File: config.mk
export PLATFORM = sky130hd
export DESIGN_NAME = stream_copy
export DESIGN_NICKNAME = d
export VERILOG_FILES = /design/src/rtl/stream_copy.sv
export SDC_FILE = /design/constraint.sdc
export NUM_CORES = 1
export LEC_CHECK = 0
export CAP_MARGIN = 20
export CORE_MARGIN = 2
export CORE_UTILIZATION = 60
export DETAILED_ROUTE_END_ITERATION = 10
export PLACE_DENSITY_LB_ADDON = 0.12
export SLEW_MARGIN = 15
export SYNTH_ARGS = -nofsm -noshare
export SYNTH_HDL_FRONTEND = slang
export SYNTH_SLANG_ARGS = --single-unit
export TNS_END_PERCENT = 1
File: constraint.sdc
create_clock -name clk -period 15.91 [get_ports clk]
set_clock_uncertainty 0.1 [all_clocks]
set_input_delay 3.182 -clock clk [delete_from_list [all_inputs] [get_ports clk]]
set_output_delay 3.182 -clock clk [all_outputs]
set_load 0.02 [all_outputs]
File: src/rtl/stream_copy.sv
// stream_copy: memory-to-memory copy / fill engine.
//
// A CPU programs source, destination, word count, mode and fill value through
// a small register slave, then writes register 0 to start. In COPY mode the
// engine reads words from src and writes them to dst through a DEPTH-entry
// FIFO; in FILL mode it writes the fill value to every destination word.
//
// Ports
//   clk, rst_n            clock, asynchronous active-low reset
//   slave_*               CPU register port (never stalls, readdata is
//                         combinational from the registers)
//     0 W=start / R={done,busy}   1 dst   2 src   3 count
//     4 mode (bit0: 0=copy 1=fill) 5 fill value   6 R=words written
//   master_*              memory master with waitrequest and pipelined,
//                         in-order read returns (readdatavalid)
//
// States
//   IDLE | waiting for start, master outputs forced to 0
//   COPY | read src words into FIFO, write FIFO head to dst
//   FILL | write fill value to dst words back-to-back

module stream_copy #(
  parameter int DW    = 32,
  parameter int AW    = 32,
  parameter int DEPTH = 8
) (
  input  logic          clk,
  input  logic          rst_n,
  output logic          slave_waitrequest,
  input  logic [3:0]    slave_address,
  input  logic          slave_read,
  input  logic          slave_write,
  input  logic [DW-1:0] slave_writedata,
  output logic [DW-1:0] slave_readdata,
  input  logic          master_waitrequest,
  output logic [AW-1:0] master_address,
  output logic          master_read,
  output logic          master_write,
  output logic [DW-1:0] master_writedata,
  input  logic [DW-1:0] master_readdata,
  input  logic          master_readdatavalid
);

  localparam int PW = (DEPTH > 1) ? $clog2(DEPTH) : 1;
  localparam int CW = PW + 1;
  localparam logic [AW-1:0] STEP  = AW'(DW / 8);
  localparam logic [CW:0]   LIMIT = (CW + 1)'(DEPTH);

  typedef enum logic [1:0] {IDLE, COPY, FILL} state_t;

  state_t        state_q, state_n;

  logic [DW-1:0] dst_q, src_q, count_q, fill_q;
  logic          mode_q;
  logic          done_q, done_n;
  logic [DW-1:0] ww_q, ww_n;            // words written
  logic [DW-1:0] rd_iss_q, rd_iss_n;    // reads accepted by the memory
  logic [CW-1:0] in_fl_q, in_fl_n;      // reads accepted, data not yet back
  logic [CW-1:0] fcnt_q, fcnt_n;        // FIFO occupancy
  logic [PW-1:0] rd_ptr_q, wr_ptr_q;
  logic [AW-1:0] rd_addr_q, rd_addr_n;
  logic [AW-1:0] wr_addr_q, wr_addr_n;

  logic          master_read_q, rd_n;
  logic          master_write_q, wr_n;
  logic [AW-1:0] master_address_q, addr_n;

  logic [DW-1:0] fifo_mem [DEPTH];

  logic          busy, cfg_we, start;
  logic          rd_ack, wr_ack, stalled;
  logic          push, pop;

  assign busy    = (state_q != IDLE);
  assign cfg_we  = slave_write && !busy;
  assign start   = cfg_we && (slave_address == 4'd0);
  assign rd_ack  = master_read_q  && !master_waitrequest;
  assign wr_ack  = master_write_q && !master_waitrequest;
  assign stalled = (master_read_q || master_write_q) && master_waitrequest;

  assign slave_waitrequest = 1'b0;
  assign master_read       = master_read_q;
  assign master_write      = master_write_q;
  assign master_address    = master_address_q;
  // FIFO head only changes on a completed write, so data stays stable under stall.
  assign master_writedata  = !master_write_q    ? '0     :
                             (state_q == FILL)  ? fill_q : fifo_mem[rd_ptr_q];

  always_comb begin
    slave_readdata = '0;
    if (slave_read) begin
      case (slave_address)
        4'd0:    slave_readdata = {{(DW-2){1'b0}}, done_q, busy};
        4'd1:    slave_readdata = dst_q;
        4'd2:    slave_readdata = src_q;
        4'd3:    slave_readdata = count_q;
        4'd4:    slave_readdata = {{(DW-1){1'b0}}, mode_q};
        4'd5:    slave_readdata = fill_q;
        4'd6:    slave_readdata = ww_q;
        default: slave_readdata = '0;
      endcase
    end
  end

  // Master strobes/address are registered: the next request is chosen from
  // the counter values as they will be after this edge's completions.
  always_comb begin
    state_n   = state_q;
    done_n    = done_q;
    rd_n      = 1'b0;
    wr_n      = 1'b0;
    addr_n    = '0;
    ww_n      = ww_q;
    rd_iss_n  = rd_iss_q;
    in_fl_n   = in_fl_q;
    fcnt_n    = fcnt_q;
    rd_addr_n = rd_addr_q;
    wr_addr_n = wr_addr_q;
    push      = 1'b0;
    pop       = 1'b0;
    case (state_q)
      IDLE: begin
        if (start) begin
          if (count_q == '0) begin
            done_n = 1'b1;
          end else begin
            done_n    = 1'b0;
            ww_n      = '0;
            rd_iss_n  = '0;
            in_fl_n   = '0;
            fcnt_n    = '0;
            rd_addr_n = AW'(src_q);
            wr_addr_n = AW'(dst_q);
            if (mode_q) begin
              state_n = FILL;
              wr_n    = 1'b1;
              addr_n  = AW'(dst_q);
            end else begin
              state_n = COPY;
              rd_n    = 1'b1;
              addr_n  = AW'(src_q);
            end
          end
        end
      end
      COPY: begin
        push     = master_readdatavalid;
        pop      = wr_ack;
        fcnt_n   = fcnt_q + CW'(push) - CW'(pop);
        in_fl_n  = in_fl_q + CW'(rd_ack) - CW'(push);
        rd_iss_n = rd_iss_q + DW'(rd_ack);
        ww_n     = ww_q + DW'(wr_ack);
        if (rd_ack) rd_addr_n = rd_addr_q + STEP;
        if (wr_ack) wr_addr_n = wr_addr_q + STEP;
        if (stalled) begin
          rd_n   = master_read_q;
          wr_n   = master_write_q;
          addr_n = master_address_q;
        end else if (ww_n == count_q) begin
          state_n = IDLE;
          done_n  = 1'b1;
        end else if (fcnt_n != '0) begin
          wr_n   = 1'b1;
          addr_n = wr_addr_n;
        end else if (((CW + 1)'(in_fl_n) + (CW + 1)'(fcnt_n) < LIMIT) &&
                     (rd_iss_n < count_q)) begin
          rd_n   = 1'b1;
          addr_n = rd_addr_n;
        end
      end
      FILL: begin
        ww_n = ww_q + DW'(wr_ack);
        if (wr_ack) wr_addr_n = wr_addr_q + STEP;
        if (stalled) begin
          wr_n   = 1'b1;
          addr_n = master_address_q;
        end else if (ww_n == count_q) begin
          state_n = IDLE;
          done_n  = 1'b1;
        end else begin
          wr_n   = 1'b1;
          addr_n = wr_addr_n;
        end
      end
      default: state_n = IDLE;
    endcase
  end

  always_ff @(posedge clk or negedge rst_n) begin
    if (!rst_n) begin
      state_q          <= IDLE;
      done_q           <= 1'b0;
      dst_q            <= '0;
      src_q            <= '0;
      count_q          <= '0;
      mode_q           <= 1'b0;
      fill_q           <= '0;
      ww_q             <= '0;
      rd_iss_q         <= '0;
      in_fl_q          <= '0;
      fcnt_q           <= '0;
      rd_ptr_q         <= '0;
      wr_ptr_q         <= '0;
      rd_addr_q        <= '0;
      wr_addr_q        <= '0;
      master_read_q    <= 1'b0;
      master_write_q   <= 1'b0;
      master_address_q <= '0;
    end else begin
      state_q          <= state_n;
      done_q           <= done_n;
      ww_q             <= ww_n;
      rd_iss_q         <= rd_iss_n;
      in_fl_q          <= in_fl_n;
      fcnt_q           <= fcnt_n;
      rd_addr_q        <= rd_addr_n;
      wr_addr_q        <= wr_addr_n;
      master_read_q    <= rd_n;
      master_write_q   <= wr_n;
      master_address_q <= addr_n;
      if (push) wr_ptr_q <= wr_ptr_q + PW'(1);
      if (pop)  rd_ptr_q <= rd_ptr_q + PW'(1);
      if (cfg_we) begin
        case (slave_address)
          4'd1:    dst_q   <= slave_writedata;
          4'd2:    src_q   <= slave_writedata;
          4'd3:    count_q <= slave_writedata;
          4'd4:    mode_q  <= slave_writedata[0];
          4'd5:    fill_q  <= slave_writedata;
          default: ;
        endcase
      end
    end
  end

  // Storage only; emptiness is defined by the reset pointers/occupancy.
  always_ff @(posedge clk) begin
    if (push) fifo_mem[wr_ptr_q] <= master_readdata;
  end

endmodule

## Word-level counts from Yosys, hierarchy flattened

Memory sizes are Yosys's and may differ from the RTL's.
Cells that the tools add are included.

| cells by class | value |
|---|---|
| add/sub/neg operators | 11 |
| magnitude comparators | 2 |
| eq/ne operators | 15 |
| multiplexer cells | 62 |
| reduce and logical (&&, ||, !) cells | 27 |

Operators by type and width:

| operator | count |
|---|---|
| 32-bit two-way mux | 20 |
| 32-bit case mux with 2 select lines | 4 |
| 32-bit case mux with 7 select lines | 1 |
| 32-bit case mux with 3 select lines | 1 |
| 32-bit by 1-bit adder with 32-bit output | 2 |
| 32-bit by 3-bit adder with 32-bit output, second input constant | 2 |
| 32-bit equality test | 1 |
| 32-bit logical NOT | 1 |
| 32-bit less-than comparator | 1 |
| 1-bit two-way mux | 23 |
| 4-bit case mux with 2 select lines | 2 |
| 4-bit by 3-bit equality test with 1-bit output, second input constant | 3 |
| 2-bit AND reduction | 6 |
| 2-bit two-way mux | 5 |
| 2-bit inequality test, second input constant | 5 |
| 4-bit by 1-bit adder with 4-bit output | 2 |
| 4-bit by 2-bit equality test with 1-bit output, second input constant | 2 |
| 4-bit two-way mux | 2 |
| 4-bit AND reduction | 2 |
| 4-bit by 1-bit subtractor with 4-bit output | 2 |
| 3-bit by 1-bit adder with 3-bit output, second input constant | 2 |
| 1-bit logical AND | 6 |
| 3-bit AND reduction | 2 |
| 2-bit nonzero test | 3 |
| 15 further kinds | 17 |

| word-level totals | value |
|---|---|
| register bits | 308 |
| bits in writable memories | 256 |
| input bits | 74 |
| memories kept | 1 |

Memories:

| name | words | width | read ports | clocked after memory_dff | write ports | RTL line | source |
|---|---|---|---|---|---|---|---|
| fifo_mem | 8 | 32 | 1 | 0 | 1 | 68 | `logic [DW-1:0] fifo_mem [DEPTH];` |

## Depth between registers and ports, before layout

| depth | value |
|---|---|
| depth after elaboration | 12 |
| gate-level depth with buffers | 23 |

## Worst setup path before layout

OpenSTA, ideal clock, no wires.

| path | value |
|---|---|
| kind | in2out |
| start | input slave_address[0] |
| end | output slave_readdata[10] |
| data arrival time | 4.762 ns |
| data required time | 12.628 ns |
| setup slack | 7.866 ns |
| cell stages on the path | 5 |
| cell sequence | clkbuf_1 > nor4b_1 > clkbuf_1 > a22oi_1 > a21oi_1 |

| between the ends | value |
|---|---|
| longest elaborated chain between the ends | 3 |
| elaborated cells between the ends (all ways) | 9 |
| those cells by class | eq/ne (6); mux (2); reduce/logical (1) |

Ends and longest elaborated chain:

| item | RTL line | source |
|---|---|---|
| from (decl) | 30 | `input logic [3:0] slave_address,` |
| 4-bit by 3-bit equality test with 1-bit output, or another cell as far along | 92 | `case (slave_address)` |
| 32-bit case mux with 7 select lines (*) | 92 |  |
| 32-bit two-way mux (*) | 91 | `if (slave_read) begin` |
| to (decl) | 34 | `output logic [DW-1:0] slave_readdata,` |

Mark *: on every way between the ends. The rest lies on a longest branch, timed or not.

## Worst setup path after layout

| path | value |
|---|---|
| start | input slave_address[2] |
| end | output slave_readdata[0] |

The elaborated chain is that of the path after synthesis.

==> results.yml <==
global_routing:
  antenna_found_initial: 6
  grt_pass1_vias: 22300
  grt_pass1_wl_um: 135000
  grt-ovfl-total: 0
  groute.usage.overall_pct: 36.0
  grt_max_degree: 110
critical_path:
  cp-start-kind: "input port"
  critPathMaxFanout: 32
  crit_arrival_ns: 6.11
  timing.setup.critical_path_class: "input port to output pin"
  cp_data_required_time_ns: 12.63
  critPathCaptureType: "output pin"
timing:
  worst_pin_slew_ns: 1.24
  maxSlewHeadroom_pct: 16.9
  min_period_ns: 9.39
  rsz0062_at_grt: "false"
  setup_violations: 0
  hold_slack_ns: 0.393
  max_freq_mhz: 106
  period_share_pct: 59.0
  drv_slew: 0
  fin_setup_tns_ns: 0
  final-hold-violation-count: 0
clock_network:
  htreeDepth: 2
  cts_resized: 0
  cts_tree: "yes"
  clock_latency_ns: 0.65
  cts.clk_slew.worst_paths_ns: 0.06
  postCtsSetupBuffers: 0
  cts_buffer_depth: 3
  cts_hold_buf: 0
  cts_made_buffers: 59
  clock_sinks: 564
  cts_root_buf: "clkbuf_16"
drt:
  drc: 0
  wl_per_cell_um: 26.9
  ant_nets: 0
  drtIter0Drc: 3081
  avgViaCountPerCell: 6.75
  drt-total-wl_um: 89300
  dr.pass1.iters: 8
  vias: 22400
layout:
  design_area_um2: 33100
  nets: 2783
  drive_gt1_share_pct: 12.9
  n_fill_cell: 3508
  stdcell_count: 3319
  syn2layout_area_growth_pct: 14.6
outcome:
  status: "finished, final reports clean"
yosys:
  synth_edf_count: 256
  synth_seq_cells: 564
  synth.largest_area_cell: "dfrtp_1"
  syn_area_um2: 28900
  synthCells: 2552
  syn_nets: 2683
  synth_top_area_share_pct: 26.7
  synthTopCellsByArea: "dfrtp_1 27%, edfxtp_1 27%, mux4_2 5.0%"
  seq_area_frac_synth_pct: 53.3
  async_flop_share_pct: 54.6
  synth_ff_type: "dfrtp_1"
  synth_area_per_cell_um2: 11.3
  yosys_warnings: 0
  ys_types: 78
placed_design:
  hpwl_um: 59600
  portBuffers: 171
  placedCellCount: 3205
  place_area_um2: 31100
  place_congestion: 0.959
floorplanning:
  num_rows: 80
  start_util_pct: 60.6
  die_w_um: 223
  core_um2: 47600
  die_h_um: 223
  die_area_um2: 49900
  pin_count: 173
power_and_ir_drop:
  power.leakage_nw: 12.5
  power_mw: 5.11
  ir_drop_v: 0.000124
  power_density_nw_per_um2: 154
min_path:
  hold_path_class: "flip-flop to flip-flop"
run:
  maxCapViolCount: 0
-- state kept, by name (all words and copies together) (netlist names) --
register	count
wr_addr_q	32
master_write	1
done_q	1
in_fl_q	4
rd_ptr_q	3
mode_q	1
dst_q	32
master_read	1
rd_addr_q	32
fifo_mem	256
master_address	32
wr_ptr_q	3
count_q	32
src_q	32
fill_q	32
ww_q	32
state_q	2
fcnt_q	4
rd_iss_q	32
-- final timing paths --
| kind | start | endpoint | slack [ns] | cells after the start |
|---|---|---|---|---|
| worst max-delay path | slave_address[2] | slave_readdata[0] | 6.52 | 6 |
| worst min-delay path | wr_addr_q[1] | wr_addr_q[1] | 0.39 | 2 |
| worst max register to register | master_read | master_address[19] | 9.96 | 20 |
| worst min register to register | wr_addr_q[1] | wr_addr_q[1] | 0.39 | 2 |
| max in group asynchronous | rst_n | rd_ptr_q[0] | 11.25 | 4 |
| min in group asynchronous | rst_n | master_address[1] | 2.45 | 1 |
-- per-layer routing --
metal / routed length (um) / part of all wire (%) / vias up / global-route usage, %
met4: 4080 / 4.6 / 8 / 15.8
li1: - / - / 9732 / -
met1: 34000 / 38 / 11100 / 46.9
met3: 9200 / 10 / 261 / 8.34
met2: 42100 / 47 / 1257 / 58.2
met5: 57 / 0.064 / - / 0
-- area by class of cell --
cell class | count | area [um^2] | share of cell area [%]
flip-flops and latches | 564 | 15400 | 46.5
multi-input cells | 1753 | 12700 | 38.4
repair buffers | 215 | 2070 | 6.25
clock buffers | 87 | 1670 | 5.05
well taps | 615 | 769 | 2.33
clock inverters | 24 | 254 | 0.768
inverters | 59 | 221 | 0.669
diodes | 2 | 5.00 | 0.0151
-- worst max-delay path, stage by stage --
cell and delay, ns:
clkdlybuf4s50_1 0.71, nand2b_1 0.21, nor2_4 0.78, a22oi_1 0.21, a31oi_1 0.31, clkdlybuf4s50_1 0.69
-- synthesized netlist by cell type, types with 61 or more instances --
| cell type | number |
|---|---|
| a21oi_1 | 127 |
| a22oi_1 | 74 |
| clkbuf_1 | 137 |
| dfrtp_1 | 308 |
| edfxtp_1 | 256 |
| mux2_2 | 106 |
| mux2i_1 | 79 |
| mux4_2 | 64 |
| nand2_1 | 298 |
| nand3_1 | 101 |
| nor2_1 | 126 |
| o21ai_0 | 169 |
| xnor2_1 | 78 |
| xor2_1 | 61 |
-- cells by family after synthesis --
group	synth area share [%]
simple gates	12.1
compound gates	12.7
flops	53.3
mux	11.9
buf+inv	3.20
xor+xnor	4.22
fa+ha+maj	2.52
other cells	0.0130
-- per-stage QoR --
stage / utilization, % / setup WS, ns
CTS: 69.4 / 6.53
global placement: 65.3 / 6.60
floorplan: - / 7.87
detailed placement: 65.3 / 6.53
finish: 69.4 / 6.52
global route: 69.4 / 6.44
-- layout by cell type (no fill, tap or decap), types with 6 or more instances in the layout --
cell type,instances
dfrtp_1,304
nand2_1,297
edfxtp_1,256
clkdlybuf4s50_1,170
o21ai_0,169
a21oi_1,126
nor2_1,116
mux2_2,106
nand3_1,101
mux2i_1,79
xnor2_1,78
a22oi_1,74
mux4_2,64
xor2_1,61
inv_1,59
clkbuf_16,59
ha_1,54
and3_1,46
buf_4,43
and2_1,37
a222oi_1,32
o22ai_1,30
nor3_1,27
o221ai_1,25
nand4_1,24
o31ai_1,23
clkbuf_1,19
nor4_1,18
a21o_1,15
and4_1,12
clkinv_2,10
clkbuf_8,9
nand2b_1,8
nor2_4,8
a31oi_1,8
nor2b_1,7
o221ai_2,7
a211oi_1,6
-- where the power goes --
part           switching, mW  internal [mW]
clock network          0.593          0.779
logic                  0.867          0.650
registers              0.433           1.78
total                   1.89           3.21
No activity file was read; power rests on OpenSTA's default activity.
